**src/rtl/instr_loader.sv**
```systemverilog
// instr_loader: boot-time program loader for the single-cycle MIPS core.
// Receives a byte stream (2-byte word count N, N big-endian 32-bit words,
// 1 XOR checksum byte), writes each word into instruction memory, and holds
// the core until the image is written and the checksum verified.
//
// Ports:
//   clock, reset      system clock; synchronous active-high reset
//   in_data/in_valid  incoming stream byte and its qualifier
//   in_ready          loader accepts a byte this cycle (registered state only)
//   write_address     instruction memory word index (zero-extended)
//   write_data        assembled instruction word
//   sig_instr_write   one-cycle write strobe
//   sig_cpu_hold      high keeps the core's pc from advancing
//   word_count        number of words written so far (saturates at MAX_WORDS)
//   done / error      image accepted / image rejected (terminal until reset)
module instr_loader #(
  parameter int unsigned ADDR_WIDTH = 8,
  parameter int unsigned MAX_WORDS  = 256
) (
  input  logic                  clock,
  input  logic                  reset,
  input  logic [7:0]            in_data,
  input  logic                  in_valid,
  output logic                  in_ready,
  output logic [31:0]           write_address,
  output logic [31:0]           write_data,
  output logic                  sig_instr_write,
  output logic                  sig_cpu_hold,
  output logic [ADDR_WIDTH:0]   word_count,
  output logic                  done,
  output logic                  error
);

  typedef enum logic [2:0] {
    StHdrHi,
    StHdrLo,
    StPayload,
    StCheck,
    StDone,
    StError
  } state_e;

  localparam logic [16:0]         LP_MAX_N  = 17'(MAX_WORDS);
  localparam logic [ADDR_WIDTH:0] LP_MAX_WC = (ADDR_WIDTH + 1)'(MAX_WORDS);

  state_e                  r_state;
  logic [7:0]              r_n_hi;
  logic [15:0]             r_words_left;
  logic [23:0]             r_asm;
  logic [1:0]              r_byte_cnt;
  logic [7:0]              r_xor;
  logic [ADDR_WIDTH-1:0]   r_word_idx;
  logic [ADDR_WIDTH-1:0]   r_addr;
  logic [31:0]             r_data;
  logic                    r_wr;
  logic [ADDR_WIDTH:0]     r_word_count;
  logic                    r_done;
  logic                    r_error;
  logic                    r_hold;

  logic                    w_in_ready;
  logic                    w_accept;
  logic [15:0]             w_n;
  logic [31:0]             w_word;

  assign w_in_ready = (r_state != StDone) && (r_state != StError);
  assign w_accept   = in_valid && w_in_ready;
  assign w_n        = {r_n_hi, in_data};
  assign w_word     = {r_asm, in_data};

  always_ff @(posedge clock) begin
    if (reset) begin
      r_state      <= StHdrHi;
      r_n_hi       <= '0;
      r_words_left <= '0;
      r_asm        <= '0;
      r_byte_cnt   <= '0;
      r_xor        <= '0;
      r_word_idx   <= '0;
      r_addr       <= '0;
      r_data       <= '0;
      r_wr         <= 1'b0;
      r_word_count <= '0;
      r_done       <= 1'b0;
      r_error      <= 1'b0;
      r_hold       <= 1'b1;
    end else begin
      // Strobe is a single-cycle pulse unless re-armed below.
      r_wr <= 1'b0;
      if (w_accept) begin
        unique case (r_state)
          StHdrHi: begin
            r_n_hi  <= in_data;
            r_state <= StHdrLo;
          end
          StHdrLo: begin
            r_words_left <= w_n;
            if ({1'b0, w_n} > LP_MAX_N) begin
              r_state <= StError;
              r_error <= 1'b1;
            end else if (w_n == 16'd0) begin
              r_state <= StCheck;
            end else begin
              r_state <= StPayload;
            end
          end
          StPayload: begin
            r_asm      <= w_word[23:0];
            r_xor      <= r_xor ^ in_data;
            r_byte_cnt <= r_byte_cnt + 2'd1;
            if (r_byte_cnt == 2'd3) begin
              r_data       <= w_word;
              r_addr       <= r_word_idx;
              r_wr         <= 1'b1;
              r_word_idx   <= r_word_idx + 1'b1;
              r_words_left <= r_words_left - 16'd1;
              if (r_word_count != LP_MAX_WC) begin
                r_word_count <= r_word_count + 1'b1;
              end
              if (r_words_left == 16'd1) begin
                r_state <= StCheck;
              end
            end
          end
          StCheck: begin
            if (in_data == r_xor) begin
              r_state <= StDone;
              r_done  <= 1'b1;
              r_hold  <= 1'b0;
            end else begin
              r_state <= StError;
              r_error <= 1'b1;
            end
          end
          default: begin
            // StDone / StError never accept (in_ready is low).
          end
        endcase
      end
    end
  end

  assign in_ready        = w_in_ready;
  assign write_address   = {{(32 - ADDR_WIDTH){1'b0}}, r_addr};
  assign write_data      = r_data;
  assign sig_instr_write = r_wr;
  assign sig_cpu_hold    = r_hold;
  assign word_count      = r_word_count;
  assign done            = r_done;
  assign error           = r_error;

endmodule
```
**config.mk**
```make
export PLATFORM = sky130hd
export DESIGN_NAME = instr_loader
export DESIGN_NICKNAME = d
export VERILOG_FILES = /design/src/rtl/instr_loader.sv
export SDC_FILE = /design/constraint.sdc
export NUM_CORES = 1
export LEC_CHECK = 0
export ABC_CLOCK_PERIOD_IN_PS = 1600
export CAP_MARGIN = 10
export CORE_MARGIN = 10
export CORE_UTILIZATION = 48
export CTS_CLUSTER_SIZE = 20
export DETAILED_ROUTE_END_ITERATION = 7
export GPL_TIMING_DRIVEN = 0
export HOLD_SLACK_MARGIN = 0.06
export PLACE_DENSITY_LB_ADDON = 0.05
export REMOVE_ABC_BUFFERS = 1
export SLEW_MARGIN = 20
export SYNTH_ARGS = -nofsm -noshare
export SYNTH_HDL_FRONTEND = slang
export SYNTH_SLANG_ARGS = --single-unit
export TNS_END_PERCENT = 100
```
**constraint.sdc**
```tcl
create_clock -name clock -period 1.6 [get_ports clock]
set_clock_uncertainty 0.05 [all_clocks]
set_input_delay 0.32 -clock clock [delete_from_list [all_inputs] [get_ports clock]]
set_output_delay 0.32 -clock clock [all_outputs]
set_load 0.01 [all_outputs]
```
==> metrics.md <==
| Metric | Value |
|---|---|
| Area Growth Syn to Fin | 42.3% |
| Vias in the first global route | between 4,000 and 5,000 |
| Slew Viols, Final | 0 |
| Final Power | 8.81 mW |
| Worst path max stage delay | between 0.4 and 0.5 ns |
| CTS tree | yes |
| CTS clock-pin slew for the worst setup and hold paths | approximately 0.060 ns |
| Synth warn | 0 |
| Commonest non-fill, non-tap cells in the layout | nand2_1 (154), dfxtp_1 (104), a21oi_1 (70), nor2_1 (47), dlygate4sd2_1 (46) |
| Max cap viols | 0 |
| Rows | 38 |
| Place WS | -1.37 ns |
| Die width | 125 um |
| Leak Pwr | ~3.2 nW |
| Core area | approximately 11,000 um^2 |
| Vias per inst | 5.52 |
| Post-synth EDFFs | 0 |
| Hold slack | between 0.1 and 0.15 ns |
| Fin area | 7590 um^2 |
| Total number of vias | approximately 5,100 |
| DRC Markers | 0 |
| H-tree depth | 4 |
| Placed cell areas | just under 6000 um^2 |
| Fmax | roughly 600 MHz |
| DRT Wirelength | roughly 16,000 um |
| Final worst path period share | 1.05 |
| Clock Tree Buf Depth | 2 |
| Worst skew pair latency | 0.54 ns |
| CP arrival | ~2 ns |
| Synth Flop Type | dfxtp_1 |
| Slew Limit Headroom | 0.662 |
| DRT Pass-1 Iters | 6 |
| Post-Layout Cell Count | a little over 900 |
| Setup violations, final | 27 |
| CTS buffer count | 17 |
| Share of layout cells above drive strength 1 | 0.267 |
| Sequential element share of the synthesized area | 0.458 |
| Pwr Density | approximately 1200 nW/um^2 |
| ANT cells | 0 |
| Commonest non-fill, non-tap cell in the layout | nand2_1 |
| Post-synthesis cell count | 660 |
| RSZ-0062 raised after global routing | true |
| Netlist Area Pre-Place | around 5300 um^2 |
| Setup ws final | -0.0745 ns |
| Max VDD drop | 0.786 mV |
| Placed cell count | 828 |
| Period minus WS final | ~1.7 ns |
| Worst EP required | roughly 2.0 ns |
| Critical path class | reg -> reg |
| Post-route ant nets | 0 |
| WL/cell | ~17 um |
| First-pass GRT wire length | about 24,000 um |
| Clock sink total | 122 |
| Initial antenna violation count | 0 |
| Number of distinct library cells after synthesis | 56 |
| Avg Cell Area, Syn | 8.08 um^2 |
| Startpoint class of the critical path | flip-flop |
| Critical path's slowest cell | or3b_4 |
| Drt initial violations | between 500 and 600 |
| Asr flop ratio synth | 0 |
| Endpoints failing hold | 0 |
| Root buffer selected by CTS | clkbuf_8 |
| Outcome | finished with violations |
| Final GP Congestion | between 0.7 and 0.8 |
| # IOs | 89 |
| All-layer global routing usage | 0.181 |
| Setup crit end kind | flip-flop |
| CP max FO | 6 |
| Initial Util | 0.492 |
| GRT overflow | 0 |
| Hold Crit Class | in -> reg |
| Die height | approximately 130 um |
| DP HPWL | approximately 8300 um |
| CP cell instances | inv_4, ha_4, or3b_4, nor3_4, a31oi_1, o22ai_1, nor2_1 |
| Worst-Margin Slew | approximately 0.51 ns |
| Die Footprint | 15,700 um^2 |
| Violated checks | negative setup slack |
| Synth Register Bits | around 120 |
| Layout Nets | between 700 and 800 |
| I/O Buffers | 64 |
| Pin count of the biggest net entering global routing | 100 |
[sequential cells by signal, summed over array words and instances (netlist names)]
| name | count |
|---|---|
| error | 1 |
| sig_instr_write | 1 |
| r_addr | 8 |
| r_word_idx | 8 |
| r_n_hi | 8 |
| r_asm | 24 |
| r_words_left | 16 |
| r_state | 3 |
| r_byte_cnt | 2 |
| done | 1 |
| write_data | 32 |
| r_xor | 8 |
| sig_cpu_hold | 1 |
| word_count | 9 |
[area by class of cell]
class,count,area (um^2)
Sequential cell,122,2480
Timing Repair Buffer,121,1170
Clock buffer,25,504
Inverter,9,38.8
Multi-Input combinational cell,500,3130
Clock inverter,6,85.1
Tap cell,140,175
Fill cell,825,3250
[metal layers]
layer | global-route usage | routed length (um) | vias to the layer above
li1 | - | - | 2407
met1 | 0.217 | 6790 | 2461
met2 | 0.293 | 7580 | 192
met3 | 0.0629 | 1190 | 34
met4 | 0.0664 | 378 | 0
met5 | 0 | 0 | -
[through the flow]
| step | utilization | TNS (ns) |
|---|---|---|
| finish | 0.700 | -0.813 |
| global route | 0.700 | -5.37 |
| CTS | 0.641 | -0.644 |
| detailed placement | 0.545 | -113.62 |
| global placement | 0.539 | -325.01 |
| floorplan | - | -35.76 |
[kinds of logic after synthesis]
| kind of cell | after synthesis | share of synthesized area |
|---|---|---|
| buf+inv | 70 | 0.0793 |
| fa+ha+maj | 6 | 0.0141 |
| flops | 122 | 0.458 |
| compound gates | 134 | 0.144 |
| simple gates | 293 | 0.248 |
| other cells | 1 | 0.000703 |
| xor+xnor | 32 | 0.0526 |
| mux | 2 | 0.00375 |
[path summary, 6_finish.rpt]
check             cells past startpoint  slack (ns)            start                to
setup / recovery                      7       -0.07  r_words_left[0]  r_words_left[10]
hold / removal                        3        0.13       in_data[2]         r_n_hi[2]
setup reg to reg                      7       -0.07  r_words_left[0]  r_words_left[10]
hold reg to reg                       2        0.39     sig_cpu_hold      sig_cpu_hold
[power by group]
group | leakage (nW) | switching [mW] | internal, mW
logic | 1.89 | 0.945 | 0.757
clock network | 0.286 | 1.36 | 2.45
registers | 0.996 | 0.150 | 3.15
total | 3.17 | 2.45 | 6.36
[cells in the mapped netlist (3+ instances only)]
cell type | count | area share
nand3_1 | 8 | 0.0075
o21ai_0 | 17 | 0.016
nor3b_1 | 3 | 0.0042
buf_2 | 11 | 0.010
buf_4 | 27 | 0.038
xor2_1 | 17 | 0.028
o31ai_1 | 4 | 0.0056
clkbuf_1 | 16 | 0.011
ha_1 | 6 | 0.014
nor4_1 | 6 | 0.0070
a32o_1 | 3 | 0.0056
nand2_1 | 181 | 0.13
dfxtp_1 | 122 | 0.46
buf_6 | 6 | 0.013
xnor2_1 | 15 | 0.025
nor3_1 | 9 | 0.0084
nand4_1 | 11 | 0.013
a21oi_1 | 90 | 0.084
nor2_1 | 50 | 0.035
inv_1 | 9 | 0.0063
[critical path, delay by kind of cell (launching register included)]
family	cells	cell delay, ns
buf+inv	1	0.07
flops	1	0.37
fa+ha+maj	1	0.14
compound gates	2	0.23
simple gates	3	0.69
[timing repair]
action / 4_1_cts / 5_1_grt
endpoints found under the setup margin: 173 / 110
cloned: 5 / 4
hold buffers: 1 / 0
resized for setup: 131 / 126
pin swaps: 24 / 53
setup buffers: 28 / 26
hold endpoints to repair: 22 / 0
Note: power is estimated with default switching activity, not from simulation.
